`src/rtl/mult_div_unit.sv`:
```
// Iterative multiply/divide unit owning the HI/LO pair for MULT/MULTU/DIV/DIVU
// and MFHI/MFLO/MTHI/MTLO. Multiply is radix-2 shift-add, divide is restoring;
// both share one 2*WIDTH accumulator and finish with a sign-fixup state.
// Optional macro MDU_EARLY_TERM_EN: multiply exits as soon as the remaining
// multiplier bits are all zero.
module mult_div_unit #(
  parameter int unsigned WIDTH = 32,
  parameter int unsigned CNT_W = 6
) (
  input  logic             clk,
  input  logic             rst_n,
  input  logic             start,
  input  logic [5:0]       funct,
  input  logic [WIDTH-1:0] a,
  input  logic [WIDTH-1:0] b,
  output logic             busy,
  output logic             done,
  output logic             err,
  output logic             div_zero,
  output logic [WIDTH-1:0] hi,
  output logic [WIDTH-1:0] lo,
  output logic [WIDTH-1:0] mf_out
);

  localparam logic [5:0] FnMfhi  = 6'h10;
  localparam logic [5:0] FnMthi  = 6'h11;
  localparam logic [5:0] FnMflo  = 6'h12;
  localparam logic [5:0] FnMtlo  = 6'h13;
  localparam logic [5:0] FnMult  = 6'h18;
  localparam logic [5:0] FnMultu = 6'h19;
  localparam logic [5:0] FnDiv   = 6'h1A;
  localparam logic [5:0] FnDivu  = 6'h1B;

  localparam logic [CNT_W-1:0] LastIter = CNT_W'(WIDTH - 1);

  typedef enum logic [1:0] {StIdle, StMul, StDiv, StFix} state_e;

  state_e             state_q;
  logic [2*WIDTH-1:0] acc_q;      // mul: {partial product, multiplier}; div: {rem, quo}
  logic [WIDTH-1:0]   opnd_q;     // mul: multiplicand magnitude; div: divisor magnitude
  logic [CNT_W-1:0]   cnt_q;
  logic               is_div_q;
  logic               neg_res_q;  // product / quotient must be negated
  logic               neg_rem_q;  // remainder (or raw dividend) must be negated
  logic               div_zero_q;
  logic               busy_q;
  logic               done_q;
  logic               err_q;
  logic [WIDTH-1:0]   hi_q;
  logic [WIDTH-1:0]   lo_q;

  logic               is_signed;
  logic               a_neg;
  logic               b_neg;
  logic [WIDTH-1:0]   mag_a;
  logic [WIDTH-1:0]   mag_b;
  logic [CNT_W-1:0]   cnt_inc;

  logic [WIDTH:0]     mul_sum;
  logic [2*WIDTH-1:0] mul_next;
  logic [2*WIDTH-1:0] mul_acc;
  logic               mul_last;

  logic [WIDTH:0]     div_trial;
  logic [WIDTH:0]     div_diff;
  logic [2*WIDTH-1:0] div_next;

  logic [2*WIDTH-1:0] prod;
  logic [WIDTH-1:0]   quo;
  logic [WIDTH-1:0]   rem;
  logic [WIDTH-1:0]   fix_hi;
  logic [WIDTH-1:0]   fix_lo;

`ifdef MDU_EARLY_TERM_EN
  logic [WIDTH-1:0]   mul_left;
  logic [CNT_W-1:0]   mul_shamt;
`endif

  // Operand magnitudes and sign bits for the op being presented.
  always_comb begin
    is_signed = ~funct[0];
    a_neg     = is_signed & a[WIDTH-1];
    b_neg     = is_signed & b[WIDTH-1];
    mag_a     = a_neg ? -a : a;
    mag_b     = b_neg ? -b : b;
    cnt_inc   = cnt_q + CNT_W'(1);
  end

  // One shift-add multiply step, plus the exit decision.
  always_comb begin
    mul_sum  = {1'b0, acc_q[2*WIDTH-1:WIDTH]} + {1'b0, (acc_q[0] ? opnd_q : '0)};
    mul_next = {mul_sum, acc_q[WIDTH-1:1]};
`ifdef MDU_EARLY_TERM_EN
    // Unconsumed multiplier bits sit below the cnt+1 product bits already shifted in.
    mul_left  = mul_next[WIDTH-1:0] << cnt_inc;
    mul_shamt = LastIter - cnt_q;
    mul_last  = (cnt_q == LastIter) || (mul_left == '0);
    mul_acc   = mul_next >> mul_shamt;
`else
    mul_last  = (cnt_q == LastIter);
    mul_acc   = mul_next;
`endif
  end

  // One restoring-division step: shift in the next dividend bit, try subtract.
  always_comb begin
    div_trial = {acc_q[2*WIDTH-1:WIDTH], acc_q[WIDTH-1]};
    div_diff  = div_trial - {1'b0, opnd_q};
    if (div_diff[WIDTH]) begin
      div_next = {div_trial[WIDTH-1:0], acc_q[WIDTH-2:0], 1'b0};
    end else begin
      div_next = {div_diff[WIDTH-1:0], acc_q[WIDTH-2:0], 1'b1};
    end
  end

  // Sign fixup of the finished magnitude result.
  always_comb begin
    prod   = neg_res_q ? -acc_q : acc_q;
    quo    = acc_q[WIDTH-1:0];
    rem    = acc_q[2*WIDTH-1:WIDTH];
    fix_hi = prod[2*WIDTH-1:WIDTH];
    fix_lo = prod[WIDTH-1:0];
    if (is_div_q) begin
      if (div_zero_q) begin
        // Dividend magnitude is still untouched in the low half; restore raw a.
        fix_lo = '1;
        fix_hi = neg_rem_q ? -quo : quo;
      end else begin
        fix_lo = neg_res_q ? -quo : quo;
        fix_hi = neg_rem_q ? -rem : rem;
      end
    end
  end

  // Control FSM, datapath registers and registered handshake outputs.
  always_ff @(posedge clk or negedge rst_n) begin
    if (!rst_n) begin
      state_q    <= StIdle;
      acc_q      <= '0;
      opnd_q     <= '0;
      cnt_q      <= '0;
      is_div_q   <= 1'b0;
      neg_res_q  <= 1'b0;
      neg_rem_q  <= 1'b0;
      div_zero_q <= 1'b0;
      busy_q     <= 1'b0;
      done_q     <= 1'b0;
      err_q      <= 1'b0;
      hi_q       <= '0;
      lo_q       <= '0;
    end else begin
      done_q <= 1'b0;
      err_q  <= 1'b0;
      case (state_q)
        StIdle: begin
          if (start) begin
            case (funct)
              FnMult, FnMultu: begin
                state_q    <= StMul;
                busy_q     <= 1'b1;
                is_div_q   <= 1'b0;
                acc_q      <= {{WIDTH{1'b0}}, mag_b};
                opnd_q     <= mag_a;
                neg_res_q  <= a_neg ^ b_neg;
                neg_rem_q  <= a_neg;
                cnt_q      <= '0;
                div_zero_q <= 1'b0;
`ifdef MDU_EARLY_TERM_EN
                if (mag_b == '0) state_q <= StFix;
`endif
              end
              FnDiv, FnDivu: begin
                busy_q     <= 1'b1;
                is_div_q   <= 1'b1;
                acc_q      <= {{WIDTH{1'b0}}, mag_a};
                opnd_q     <= mag_b;
                neg_res_q  <= a_neg ^ b_neg;
                neg_rem_q  <= a_neg;
                cnt_q      <= '0;
                div_zero_q <= (b == '0);
                state_q    <= (b == '0) ? StFix : StDiv;
              end
              FnMthi: begin
                hi_q   <= a;
                done_q <= 1'b1;
              end
              FnMtlo: begin
                lo_q   <= a;
                done_q <= 1'b1;
              end
              FnMfhi, FnMflo: begin
                // Reads are served combinationally on mf_out.
              end
              default: err_q <= 1'b1;
            endcase
          end
        end
        StMul: begin
          acc_q <= mul_acc;
          cnt_q <= cnt_inc;
          if (mul_last) state_q <= StFix;
        end
        StDiv: begin
          acc_q <= div_next;
          cnt_q <= cnt_inc;
          if (cnt_q == LastIter) state_q <= StFix;
        end
        StFix: begin
          hi_q    <= fix_hi;
          lo_q    <= fix_lo;
          done_q  <= 1'b1;
          busy_q  <= 1'b0;
          state_q <= StIdle;
        end
        default: state_q <= StIdle;
      endcase
    end
  end

  // MFHI/MFLO read mux.
  always_comb begin
    mf_out = '0;
    if (funct == FnMfhi) mf_out = hi_q;
    else if (funct == FnMflo) mf_out = lo_q;
  end

  assign busy     = busy_q;
  assign done     = done_q;
  assign err      = err_q;
  assign div_zero = div_zero_q;
  assign hi       = hi_q;
  assign lo       = lo_q;

endmodule
```
`config.mk`:
```
export PLATFORM = sky130hd
export DESIGN_NAME = mult_div_unit
export DESIGN_NICKNAME = d
export VERILOG_FILES = /design/src/rtl/mult_div_unit.sv
export SDC_FILE = /design/constraint.sdc
export NUM_CORES = 1
export LEC_CHECK = 0
export BUFFER_PORTS_ARGS = -buffer_cell sky130_fd_sc_hd__buf_4
export CAP_MARGIN = 10
export CORE_AREA = 8 8 247 249
export CTS_BUF_LIST = sky130_fd_sc_hd__clkbuf_2
export CTS_CLUSTER_DIAMETER = 50
export DETAILED_ROUTE_END_ITERATION = 10
export DIE_AREA = 0 0 255 257
export SLEW_MARGIN = 10
export SYNTH_ARGS = -nofsm -noshare
export SYNTH_HDL_FRONTEND = slang
export SYNTH_SLANG_ARGS = --single-unit
export TNS_END_PERCENT = 1
```
`constraint.sdc`:
```
create_clock -name clk -period 5.75 [get_ports clk]
set_input_delay 0.2875 -clock clk [delete_from_list [all_inputs] [get_ports clk]]
set_output_delay 0.2875 -clock clk [all_outputs]
set_load 0.01 [all_outputs]
```
==> flow_summary.toml <==
[critical_path]
rr_startpoint = "acc_q[0]$_DFFE_PN0P_"
crit_fanout = 33
r2r_slack_ns = 1.44
timing.rr.end = "hi[20]$_DFFE_PN0P_"
critPathKind = "reg2reg"
crit_required_ns = 6.57
critical-path-top-delay-family = "simple AND/OR/NAND/NOR gates"
critPathArrivalTime_ns = 5.13
crit_path_start_kind = "flop"
worst-path-buf-inv = 2
crit_slowest_cell = "or4_1"
ff2ff_path_depth = 11
cp_cell_sequence = "inv_1 > buf_4 > ha_1 > nor3b_1 > nand4_1 > or4_1 > or2_1 > o31ai_1 > xnor2_1 > a31oi_1 > a31oi_1"
cp-end-kind = "flop"
crit_top_cell = "a31oi_1"
critPathMaxStageDelay_ns = 0.84

[logic_synthesis]
synth_nets = 2397
yosysSeqAreaShare_pct = 25.9
synthCells = 2249
synth_seq_cells = 175
ys.flop_type = "dfrtp_1"
async_flop_share_pct = 100
yosys_warnings = 0
syn_avg_cell_area_sq_um = 7.53
netlist_area_sq_um = 16900
synth_edf_count = 0
synth.distinct_cells = 81

[cts]
cts_buffers = 17
clock_path_buffers = 2
clk_latency_ns = 0.90
clk_pin_slew_ns = 0.27
cts_resized = 0
cts.sinks = 175
cts.htree.levels = 4
cts_tree = "done"
root_buffer = "clkbuf_2"

[final_layout]
drive_gt1_share_pct = 11.5
fillers = 6081
multi_input_area_sq_um = 11600
area.sequential_sq_um = 4380
final_area_sq_um = 19900
fin_util_pct = 34.9
num-nets-final = 2527
synthToLayoutAreaGrowth_pct = 17.6

[power_and_ir_drop]
p_leak_uw = 0.00860
max-vdd-ir-drop_uv = 184
power_density_nw_per_um2 = 428

[sta]
drv_slew = 0
grt_setup_unrepaired = "no"
report.final.setup_viol = 0
fin_setup_tns_ns = 0
skew_ns = 0.0538
max_freq_mhz = 232
fin_crit_ns = 4.31
min_period_over_period_pct = 74.9
slew-limit-headroom_pct = 26.1
finalHoldViolations = 0
worst_pin_slew_ns = 1.11
whs_ns = 0.115

[detailed_routing]
top_layer = "met5"
wl_per_cell_um = 21.6
route.layer.met1.wl_mm = 30.9
via_per_inst = 5.68
route.met2.wl_mm = 30.2
drc = 0
route.met3.wl_mm = 5.38
first_iter_violations = 1966
routed_wl_mm = 68.2
vias = 17969
ant_nets = 0
drt-pass1-iter-count = 6

[global_routing]
antenna_found_initial = 7
grt_max_degree = 98
grt-ovfl-total = 0
grt_pass1_wl_mm = 103
grt.total_usage_pct = 20.0
grt_pass1_vias = 16824

[place]
io_buffers = 172
placed_cell_area_sq_um = 18800
place_congestion = 0.952
dpl.hpwl_mm = 51.7

[run_status]
status = "complete, no violations"

[floorplan]
initial_utilization_pct = 29.7
io_pins = 173
rows = 88
core_sq_um = 57000
chipWidth_um = 255
die_h_um = 257
die-area_sq_um = 65500

[worst_hold_path]
min_to = "acc_q[3]$_DFFE_PN0P_"
min_path_type = "in2reg"
holdPathStages = 7
min_from = "b[1]"

[job]
drv_cap = 0
-- tightest hold or removal path, stage by stage --
cell	delay, ns
buf_4	0.09
o31ai_1	0.08
xnor2_1	0.23
nand2_1	0.07
o21ai_0	0.09
a22oi_1	0.07
o21ai_0	0.08
-- power by group --
| part | total (uW) | switching [uW] | internal [uW] |
|---|---|---|---|
| logic | 5400 | 3200 | 2200 |
| clock network | 663 | 506 | 157 |
| registers | 2470 | 772 | 1700 |
-- cells in the final DEF, fill, tap and decap left out, drive strengths merged, types with 20 or more instances in the layout --
| cell type | count |
|---|---|
| ha | 73 |
| o211ai | 25 |
| nand2 | 242 |
| inv | 67 |
| a31oi | 20 |
| xor2 | 86 |
| nand3 | 87 |
| or3 | 30 |
| xnor2 | 136 |
| nor3 | 32 |
| o31ai | 34 |
| o22ai | 34 |
| dfrtp | 175 |
| a211oi | 26 |
| a22oi | 68 |
| a21oi | 160 |
| nand2b | 25 |
| o21ai | 231 |
| and3 | 20 |
| buf | 207 |
| a21o | 29 |
| dlygate4sd3 | 89 |
| nor2 | 194 |
| mux2i | 49 |
-- metal layers --
| metal | track usage (%) | vias up |
|---|---|---|
| li1 | - | 8385 |
| met4 | 5.93 | 2 |
| met1 | 28.8 | 8725 |
| met5 | 0 | - |
| met3 | 2.95 | 106 |
| met2 | 30.6 | 751 |
-- cell type report --
class	instances	area share (%)
multi-input combinational	1823	58.3
inverter	66	1.24
clock buffer	18	0.452
antenna	6	0.0754
sequential	175	22.0
timing repair buffer	296	12.5
clock inverter	14	0.584
tap	765	4.80
-- cell usage after synthesis (49+ instances only) --
cell	number	share of area, %
nand2_1	242	5.4
o21ai_0	222	6.6
nor2_1	194	4.3
dfrtp_1	175	26
a21oi_1	160	4.7
clkbuf_1	159	3.5
xnor2_1	136	7.0
nand3_1	87	2.6
xor2_1	86	4.4
ha_1	73	5.4
a22oi_1	68	3.0
inv_1	64	1.4
mux2i_1	49	2.9
-- through the flow --
step	instances	worst slack, ns	power, uW
2_1_floorplan	2249	2.51	5980
3_3_place_gp	3035	1.62	7680
3_5_place_dp	3035	1.47	7740
4_1_cts	3157	1.47	8480
5_1_grt	3163	1.14	9180
6_report	3163	1.44	8540
-- sequential cells by signal, indices dropped and copies added (netlist names) --
signal     cells
is_div_q       1
opnd_q        32
neg_res_q      1
div_zero       1
err            1
cnt_q          6
busy           1
state_q        2
done           1
acc_q         64
neg_rem_q      1
hi            32
lo            32
-- logic make-up (layout without fill, tap and decap cells) --
kind of cell	after synthesis	in the layout	share of synthesized area [%]
DFF	175	175	25.9
buffers and inverters	251	394	5.78
adders and majority gates	75	75	5.63
muxes	52	52	3.16
xor gates and xnor gates	222	222	11.5
and+or+nand+nor	731	731	20.4
AOI/OAI and AO/OA	743	743	27.7
other	0	6	0
-- timing repair --
action / CTS / global route
setup buffers: 0 / 0
endpoints found under the hold margin: 245 / 0
hold buffers: 90 / 0
-- worst max-delay path by stage --
stage	start	endpoint	slack [ns]	cells past startpoint
finish	acc_q[0]$_DFFE_PN0P_	hi[20]$_DFFE_PN0P_	1.44	11
global route	acc_q[31]$_DFFE_PN0P_	acc_q[51]$_DFFE_PN0P_	1.14	14
CTS	acc_q[31]$_DFFE_PN0P_	acc_q[32]$_DFFE_PN0P_	1.47	13
detailed placement	acc_q[31]$_DFFE_PN0P_	acc_q[32]$_DFFE_PN0P_	1.47	13
global placement	acc_q[31]$_DFFE_PN0P_	acc_q[33]$_DFFE_PN0P_	1.62	13
floorplan	acc_q[35]$_DFFE_PN0P_	acc_q[59]$_DFFE_PN0P_	2.51	11
Note: power is estimated with default switching activity, not from simulation.
